==> config.mk <==
export PLATFORM = sky130hd
export DESIGN_NAME = uart_rx_ctrl
export DESIGN_NICKNAME = d
export VERILOG_FILES = /design/src/rtl/uart_rx_ctrl.sv
export SDC_FILE = /design/constraint.sdc
export NUM_CORES = 1
export LEC_CHECK = 0
export BUFFER_PORTS_ARGS = -buffer_cell sky130_fd_sc_hd__buf_2
export CAP_MARGIN = 20
export CORE_MARGIN = 1.5
export CORE_UTILIZATION = 45
export CTS_CLUSTER_SIZE = 14
export DETAILED_ROUTE_END_ITERATION = 6
export GPL_TIMING_DRIVEN = 1
export REMOVE_ABC_BUFFERS = 1
export SKIP_CTS_REPAIR_TIMING = 1
export SYNTH_ARGS = -nofsm -noshare
export SYNTH_HDL_FRONTEND = slang
export SYNTH_SLANG_ARGS = --single-unit
export TNS_END_PERCENT = 30
==> constraint.sdc <==
create_clock -name clk -period 8.1 [get_ports clk]
set_input_delay 2.43 -clock clk [delete_from_list [all_inputs] [get_ports clk]]
set_output_delay 2.43 -clock clk [all_outputs]
set_load 0.01 [all_outputs]
==> src/rtl/uart_rx_ctrl.sv <==
// uart_rx_ctrl: receive-side FIFO controller between the serial receiver and
// the CPU bus. It buffers received bytes and serves them through a pop
// handshake. It also tracks overrun and drives a level interrupt.
// Optional feature macro: UART_RX_TIMEOUT_EN. When this macro is defined, the
// design adds the idle timeout counter, the timeout FSM and the timeout flag.
module uart_rx_ctrl #(
  parameter int FIFO_DEPTH  = 16,
  parameter int TIMEOUT_CYC = 4096
) (
  input  logic                          clk,
  input  logic                          reset,
  input  logic                          rx_en,
  input  logic                          rx_end,
  input  logic [7:0]                    rx_data,
  input  logic                          rx_busy,
  input  logic                          rd_req,
  output logic                          rd_valid,
  output logic [7:0]                    rd_data,
  output logic [$clog2(FIFO_DEPTH):0]   count,
  output logic                          empty,
  output logic                          full,
  input  logic [$clog2(FIFO_DEPTH):0]   thresh,
  input  logic                          irq_en,
  input  logic                          clr_flags,
  output logic                          overrun,
  output logic                          timeout,
  output logic                          irq
);

  localparam int AW = $clog2(FIFO_DEPTH);
  localparam int CW = AW + 1;
  localparam logic [CW-1:0] DEPTH_C     = CW'(FIFO_DEPTH);
  localparam logic [15:0]   IDLE_LAST_C = 16'(TIMEOUT_CYC - 1);

  logic [7:0]    mem_r [FIFO_DEPTH];
  logic [AW-1:0] wr_ptr_r;
  logic [AW-1:0] rd_ptr_r;
  logic [CW-1:0] count_r;
  logic [CW-1:0] count_nxt_s;
  logic [CW-1:0] thr_eff_s;
  logic          empty_r;
  logic          full_r;
  logic          rd_valid_r;
  logic [7:0]    rd_data_r;
  logic          overrun_r;
  logic          irq_r;
  logic          push_s;
  logic          pop_s;
  logic          drop_s;
  logic          level_s;
  logic          timeout_s;

  // A pop on a full FIFO frees the slot that a simultaneous push then uses.
  assign pop_s  = rd_req & ~empty_r;
  assign push_s = rx_end & rx_en & (~full_r | pop_s);
  assign drop_s = rx_end & rx_en & full_r & ~pop_s;

  // Next occupancy: +1 on push only, -1 on pop only.
  always_comb begin
    count_nxt_s = count_r;
    if (push_s && !pop_s) begin
      count_nxt_s = count_r + CW'(1);
    end else if (pop_s && !push_s) begin
      count_nxt_s = count_r - CW'(1);
    end else begin
      count_nxt_s = count_r;
    end
  end

  // Threshold of zero behaves as one; level term compares occupancy with it.
  always_comb begin
    thr_eff_s = thresh;
    if (thresh == CW'(0)) begin
      thr_eff_s = CW'(1);
    end else begin
      thr_eff_s = thresh;
    end
    level_s = (count_r >= thr_eff_s);
  end

  // Storage array; contents are not cleared by reset.
  always_ff @(posedge clk) begin
    if (push_s && !reset) begin
      mem_r[wr_ptr_r] <= rx_data;
    end
  end

  // Pointers, occupancy, status and read port registers.
  always_ff @(posedge clk) begin
    if (reset) begin
      wr_ptr_r   <= '0;
      rd_ptr_r   <= '0;
      count_r    <= '0;
      empty_r    <= 1'b1;
      full_r     <= 1'b0;
      rd_valid_r <= 1'b0;
      rd_data_r  <= 8'h00;
    end else begin
      if (push_s) begin
        wr_ptr_r <= wr_ptr_r + AW'(1);
      end
      if (pop_s) begin
        rd_ptr_r  <= rd_ptr_r + AW'(1);
        rd_data_r <= mem_r[rd_ptr_r];
      end
      rd_valid_r <= pop_s;
      count_r    <= count_nxt_s;
      empty_r    <= (count_nxt_s == CW'(0));
      full_r     <= (count_nxt_s == DEPTH_C);
    end
  end

  // Sticky overrun flag; a drop in the same cycle beats a clear.
  always_ff @(posedge clk) begin
    if (reset) begin
      overrun_r <= 1'b0;
    end else if (drop_s) begin
      overrun_r <= 1'b1;
    end else if (clr_flags) begin
      overrun_r <= 1'b0;
    end
  end

`ifdef UART_RX_TIMEOUT_EN
  typedef enum logic [1:0] {
    ST_EMPTY = 2'd0,
    ST_WAIT  = 2'd1,
    ST_FIRED = 2'd2
  } state_t;

  state_t      state_r;
  logic [15:0] idle_r;
  logic        timeout_r;
  logic        activity_s;
  logic        fire_s;

  // Idle detection and the timeout firing condition.
  always_comb begin
    activity_s = push_s | pop_s | rx_busy;
    fire_s     = 1'b0;
    if ((state_r == ST_WAIT) && !activity_s && (idle_r == IDLE_LAST_C)) begin
      fire_s = 1'b1;
    end else begin
      fire_s = 1'b0;
    end
  end

  // Timeout FSM with its idle counter; an empty FIFO always forces ST_EMPTY.
  always_ff @(posedge clk) begin
    if (reset) begin
      state_r <= ST_EMPTY;
      idle_r  <= 16'd0;
    end else if (count_nxt_s == CW'(0)) begin
      state_r <= ST_EMPTY;
      idle_r  <= 16'd0;
    end else begin
      case (state_r)
        ST_EMPTY: begin
          state_r <= ST_WAIT;
          idle_r  <= 16'd0;
        end
        ST_WAIT: begin
          if (activity_s) begin
            idle_r <= 16'd0;
          end else if (fire_s) begin
            state_r <= ST_FIRED;
            idle_r  <= 16'd0;
          end else begin
            idle_r <= idle_r + 16'd1;
          end
        end
        ST_FIRED: begin
          if (push_s || pop_s) begin
            state_r <= ST_WAIT;
            idle_r  <= 16'd0;
          end
        end
        default: begin
          state_r <= ST_EMPTY;
          idle_r  <= 16'd0;
        end
      endcase
    end
  end

  // Sticky timeout flag; firing in the same cycle beats a clear.
  always_ff @(posedge clk) begin
    if (reset) begin
      timeout_r <= 1'b0;
    end else if (fire_s) begin
      timeout_r <= 1'b1;
    end else if (clr_flags) begin
      timeout_r <= 1'b0;
    end
  end

  assign timeout_s = timeout_r;
`else
  logic unused_s;

  assign unused_s  = rx_busy | (|IDLE_LAST_C);
  assign timeout_s = 1'b0;
`endif

  // Registered interrupt level.
  always_ff @(posedge clk) begin
    if (reset) begin
      irq_r <= 1'b0;
    end else begin
      irq_r <= irq_en & (level_s | timeout_s | overrun_r);
    end
  end

  assign rd_valid = rd_valid_r;
  assign rd_data  = rd_data_r;
  assign count    = count_r;
  assign empty    = empty_r;
  assign full     = full_r;
  assign overrun  = overrun_r;
  assign timeout  = timeout_s;
  assign irq      = irq_r;

endmodule

### Word level (Yosys, flattened, before mapping)

Memory sizes are Yosys's and may differ from the RTL's. A register that Yosys moved wholly into a read port is not among the register bits.
Cells that the tools add are included.

| word-level totals | value |
|---|---|
| register bits after elaboration | 18 |
| bits in latches | 0 |
| memory bits (writable) | 128 |
| bits in read-only memories | 0 |
| input port bits | 21 |
| logic and storage cells | 42 |
| memories kept | 1 |

Memory list:

| memory | depth | width | rd ports | clocked after Yosys merged registers in | wr ports | line | text |
|---|---|---|---|---|---|---|---|
| mem_r | 16 | 8 | 1 | 1 | 1 | 35 | `logic [7:0] mem_r [FIFO_DEPTH];` |

| operators by class | value |
|---|---|
| add/subtract/negate cells | 4 |
| multiply operators | 0 |
| divide/modulo/power cells | 0 |
| magnitude comparators | 1 |
| eq/ne operators | 1 |
| shifts and indexed selects | 0 |
| multiplexer cells | 7 |
| bitwise operators | 11 |
| reductions and logical operators | 9 |

Operators with widths:

| operator | count |
|---|---|
| two-way mux 5 bit | 3 |
| logical NOT 5 bit | 2 |
| adder 4 x 1 -> 4 bit, second input constant | 2 |
| bitwise AND 1 bit | 6 |
| adder 5 x 1 -> 5 bit, second input constant | 1 |
| == test 5 bit, second input constant | 1 |
| greater-or-equal comparator 5 bit | 1 |
| subtractor 5 x 1 -> 5 bit, second input constant | 1 |
| two-way mux 1 bit | 4 |
| logical AND 1 bit | 3 |
| logical NOT 1 bit | 3 |
| inverter 1 bit | 3 |
| OR 1 bit | 2 |
| nonzero test 2 bit | 1 |

### Depth between registers and ports, before layout

Gate-level depths: netlist of the first run.

| logic depth | value |
|---|---|
| word-level depth | 9 |
| gate-level depth with buffers | 8 |

### Worst setup path after synthesis of the first run

OpenSTA, ideal clock, no wires.

| timing path | value |
|---|---|
| path kind | input port to flip-flop |
| start | input rd_req |
| end | memory mem_r[0][0], enable pin |
| library setup time | 0.383 ns |
| arrival | 3.991 ns |
| path slack | 3.726 ns |
| cell stages on the path | 5 |
| buffers on the path | 0 |
| cell sequence | or2b_2 a21oi_1 and2_1 nand2_1 nor3_1 |

| between the ends | value |
|---|---|
| word-level cells in the longest chain between the ends | 6 |

Ends and longest elaborated chain:

| what | line | text |
|---|---|---|
| start, declared | 16 | `input logic rd_req,` |
| bitwise AND 1 bit | 54 | `assign pop_s = rd_req & ~empty_r;` |
| OR 1 bit | 55 | `assign push_s = rx_end & rx_en & (~full_r \| pop_s);` |
| bitwise AND 1 bit | 55 |  |
| logical AND 1 bit | 83 | `if (push_s && !reset) begin` |
| two-way mux 1 bit | 83 |  |
| two-way mux 1 bit (implied by the code) | 84 | `mem_r[wr_ptr_r] <= rx_data;` |
| end, declared | 35 |  |

No other way between the ends.

### Final worst setup path of the first run

| timing path | value |
|---|---|
| start | input rd_req |
| end | memory mem_r[4][1], enable pin |

Same word-level chain as after synthesis.

==> results of run 1 <==
[Yosys cell counts (all sizes together) (5+ instances only)]
library cell,number
a21oi,22
a22oi,16
buf,16
clkbuf,7
dfxtp,26
edfxtp,128
ha,12
inv,10
mux4,32
nand2,12
nor2,36
nor3,8
xnor2,5
xor2,7
[flip-flops by register name, indices dropped and copies added (netlist names), 4 cells and up]
signal,count
rd_ptr_r,4
rd_data,8
wr_ptr_r,4
mem_r,128
count,5
[power groups by stage]
stage                     combinational (mW)  clock, mW  sequential (mW)
after floorplan                        0.143          0            0.939
after global placement                 0.241          0            0.916
after detailed placement               0.244          0            0.916
after CTS                              0.245      0.746            0.900
after global routing                   0.268      0.775            0.903
final                                  0.242      0.730            0.900
[metrics by stage]
stage | total power [mW] | area (um2) | cells
floorplan | 1.08 | 6140 | 351
global placement | 1.16 | 6590 | 570
detailed placement | 1.16 | 6590 | 570
CTS | 1.89 | 7140 | 602
global route | 1.95 | 7140 | 602
finish | 1.87 | 7140 | 602
[metal layers]
metal	wire, um	GRT usage [%]	vias up	share of wire [%]
li1	-	-	1539	-
met2	5780	28.3	63	47
met4	167	6.62	0	1.4
met5	0	0	-	0
met1	5800	26.3	1673	47
met3	612	5.26	10	5.0
[final cells by class]
class,instances,area (um2)
clock buffer,23,489
multi-input combinational,187,1740
clock inverter,9,63.8
inverter,10,37.5
sequential,154,4370
timing repair buffer,43,230
fill,1103,6260
tap,176,220
[worst max-delay path, stage by stage]
cell	delay (ns)
buf_2	0.09
or2b_2	0.47
a21oi_1	0.47
and2_1	0.28
nand2_1	0.16
nor2_1	0.69
[logic make-up (layout without fill, tap and decap cells)]
family          after synthesis  in the layout  synth area share, %
buf+inv                      33             85                 2.79
fa+ha+maj                    12             12                 2.39
xor+xnor                     12             12                 1.67
mux                          32             32                 11.8
simple gates                 78             78                 6.14
compound gates               52             52                 5.56
other cells                   1              1               0.0598
flops                       154            154                 69.5
[path summary, 6_finish.rpt]
kind              start           to  slack [ns]  cells after the start
min          rd_data[0]   rd_data[0]        0.48                      2
min reg2reg  rd_data[0]   rd_data[0]        0.48                      2
max reg2reg       empty  mem_r[4][1]        5.30                      5
max              rd_req  mem_r[4][1]        3.54                      6
==> metrics, run 1 <==
CTS sink cnt around 150; WL final between 10000 and 15000 um; vias in the first global route around 3300; largest net degree at the start of global routing 36; Worst setup EP type flop; DR iter-0 viols 211; Max VDD drop around 0.17 mV; synth unique cells between 40 and 50; first-pass GRT wire length around 19000 um; RSZ-0062 raised after global routing no; remaining antenna violation count after routing 0; outcome complete, no violations; Crit Path Category input port to flop; Main synth FF type edfxtp_1; Congestion Overflow GR 0; clk slew on worst S/H paths around 0.060 ns; DP HPWL roughly 7800 um; Min-Delay Path Class flop to flop; final slew viol count 0; Clock Tree Root clkbuf_16; max cap viols 0; I/O Buffers 37; CTS H-tree lvls 4; clock buffer depth 2; Final Wtd Congestion a little over 0.7; Async SR Flop Fraction 0%; Detailed Routing Iterations Pass 1 4; Setup WS pre-CTS approximately 3.1 ns; final hold viol count 0; core area between 10000 and 15000 um2; post-synthesis instance area ~6300 um2; Layout Skew approximately 0.0063 ns; TritonCTS clock tree yes; DIE WIDTH 121 um; Slew headroom a little over two fifths; Post-Syn Instances around 370; CP required around 8.1 ns; initial antenna violation count 0; crit share post-route a little under three fifths; FP Rows 42; Num CTS Buffers 17; Leak between 2 and 2.5 nW; Skew-Pair Late Insertion Delay 0.42 ns; Tot GR Track Use a little under a fifth; share of cells above drive strength 1 around a quarter; Synth area leader edfxtp_1; sw frac roughly a quarter; min Tclk post-route about 4.6 ns; via count around 3300; most frequent cells in the layout edfxtp_1 (128), buf_2 (37), nor2_1 (36), mux4_2 (26), dfxtp_1 (25); Pint about 1.4 mW; Setup TNS 0 ns; Seq pwr share 48.1%; Util after Layout between 50% and 60%; #FFs+latches synth 154; Worst Max-Slew Pin Slew around 0.84 ns; Startpoint Class input port; clock share of power between 30% and 40%; most common cell after layout, fill and taps aside edfxtp_1; worst path arrival time ~4.6 ns; Area contributors post-synth edfxtp_1 (61%), mux4_2 (9.3%), dfxtp_1 (8.3%), mux4_1 (2.5%), ha_1 (2.4%); Logic pwr share between 10% and 20%; Final Setup Violations 0; P per Cell Area 262 nW/um2; Worst Hold Slack just under 0.5 ns; IO Pins 40; number of remaining DRC errors 0; Final #Nets about 450; Die Y around 120 um; Post-synth EDFFs 128; Fmax achieved 219 MHz; WL/cell between 20 and 25 um; P&R area growth vs syn 13.8%; die footprint around 15000 um2; top cell type's share of synthesized area 61.2%; Sw Pwr roughly 0.46 mW; sequential-to-total area share from yosys stat 69.5%; yosys warns 0; ANT cells 0; critical path fanouts, max 21; Mean Syn Cell Area between 15 and 20 um2; Initial Util ~47%; vias per std cell roughly 5.5; Final WS setup 3.54 ns
Power figures use the tool's default switching activity.
==> run 2, diff against run 1 <==
Clock period 8.1 ns to 4 ns, I/O delays scaled along.
==> run 2 against run 1 <==
Effect of this change: register-to-register slack lost 3.7 ns; flip-flop and latch count unchanged; highest routed layer unchanged; final area rose by 3.3%; combinational power up 92%; critical endpoint is now mem_r[6][4]; clock skew rose by 0.0035 ns; non-clock buffer count grew 13; critical path type unchanged; setup slack worse by 2.5 ns.
==> metrics, run 2 (synthesis gave the netlist of run 1 again) <==
outcome complete, no violations; RSZ-0062 raised after global routing no; max reg flops 128; Final Wtd Congestion between 0.7 and 0.8; Congestion Overflow GR 0; Hold Path Cell Cnt 2; die footprint approximately 15000 um2; Setup WS pre-CTS roughly 0.63 ns; number of remaining DRC errors 0; Setup TNS 0 ns; Util after Layout between 50% and 60%; Final WS setup 1.07 ns; ANT cells 0; largest net degree at the start of global routing 36; Skew-Pair Late Insertion Delay between 0.4 and 0.5 ns; critical path fanouts, max 21; first-pass GRT wire length slightly below 20000 um; WL/cell 20.1 um; IO Pins 40; Worst setup EP type flop; via count between 3000 and 4000; vias per std cell 5.46; DR iter-0 viols 270; Worst Max-Slew Pin Slew approximately 0.83 ns; clock buffer depth 2; P&R area growth vs syn 17.6%; Slew headroom 44.4%; crit share post-route 73.2%; RR Endpoint mem_r[6][4]; Die Y around 120 um; Top reg by flops mem_r; R2R depth 7; final slew viol count 0; I/O Buffers 37; DIE WIDTH 121 um; CP required 4.13 ns; P per Cell Area ~560 nW/um2; Initial Util between 40% and 50%; Leak approximately 2.6 nW; r2r startpoint empty; Tot GR Track Use 18.7%; CTS sink cnt 154; core area roughly 13000 um2; vias in the first global route around 3500; Detailed Routing Iterations Pass 1 7; WL final between 10000 and 15000 um; HP Start rd_data[6]; Min-Delay Path Class flop to flop; Clock Tree Root clkbuf_16; most common cell after layout, fill and taps aside edfxtp_1; Hold Path End rd_data[6]; final hold viol count 0; remaining antenna violation count after routing 0; clk slew on worst S/H paths 0.06 ns; initial antenna violation count 0; Max VDD drop 0.299 mV; most frequent cells in the layout edfxtp_1 (128), buf_2 (37), nor2_1 (36), mux4_2 (26), dfxtp_1 (25); max cap viols 0; FP Rows 42; Layout Skew ~0.0098 ns; DP HPWL 7980 um; CTS H-tree lvls 4; Startpoint Class input port; TritonCTS clock tree yes; Final Setup Violations 0; Num CTS Buffers 17; Fmax achieved ~340 MHz; Final #Nets 459; Crit Path Category input port to flop; slack of the worst reg-to-reg path 1.60 ns; worst path arrival time slightly above 3 ns; share of cells above drive strength 1 ~28%; min Tclk post-route a little under 3 ns
run 2: layout make-up:
type / instances / area (um2)
clock inverter: 14 / 250
inverter: 10 / 37.5
tap: 176 / 220
multi-input combinational: 187 / 1740
clock buffer: 18 / 429
sequential: 154 / 4370
timing repair buffer: 56 / 340
fill: 1058 / 6020
run 2: how the worst max path moves through the flow:
| stage | start | end | cells past startpoint |
|---|---|---|---|
| after detailed placement | rd_req | mem_r[4][0] | 8 |
| after global placement | rd_req | mem_r[4][4] | 8 |
| after global routing | rd_req | mem_r[4][2] | 8 |
| after floorplan | rd_req | mem_r[0][0] | 5 |
| after CTS | rd_req | mem_r[4][6] | 8 |
| final | rd_req | mem_r[6][4] | 8 |
run 2: stage by stage:
stage	hold slack [ns]	total power [mW]	cell area, um2	std cells
2_1_floorplan	0.525	2.19	6140	351
3_5_place_dp	0.480	2.35	6700	583
5_1_grt	0.534	4.31	7380	615
6_report	0.485	4.14	7380	615
3_3_place_gp	0.461	2.34	6700	583
4_1_cts	0.493	4.19	7380	615
run 2: report_power, final:
group	total, mW	switching [mW]	leakage [nW]	internal [mW]
combinational	0.464	0.234	0.865	0.230
sequential	1.85	0.0723	1.36	1.78
clock	1.83	0.605	0.329	1.23
total	4.14	0.912	2.56	3.23
run 2: per-layer routing:
layer	track usage, %	share of wire [%]
met1	25.8	46
met2	29.3	50
met3	4.70	3.7
met4	6.18	0.99
met5	0	0
run 2: worst max-delay path, cell delays in order:
cell and delay [ns]:
buf_2 0.09, or2b_2 0.47, a21oi_1 0.21, buf_4 0.16, and2_1 0.18, nand2_1 0.15, nor2_1 0.35, buf_4 0.24
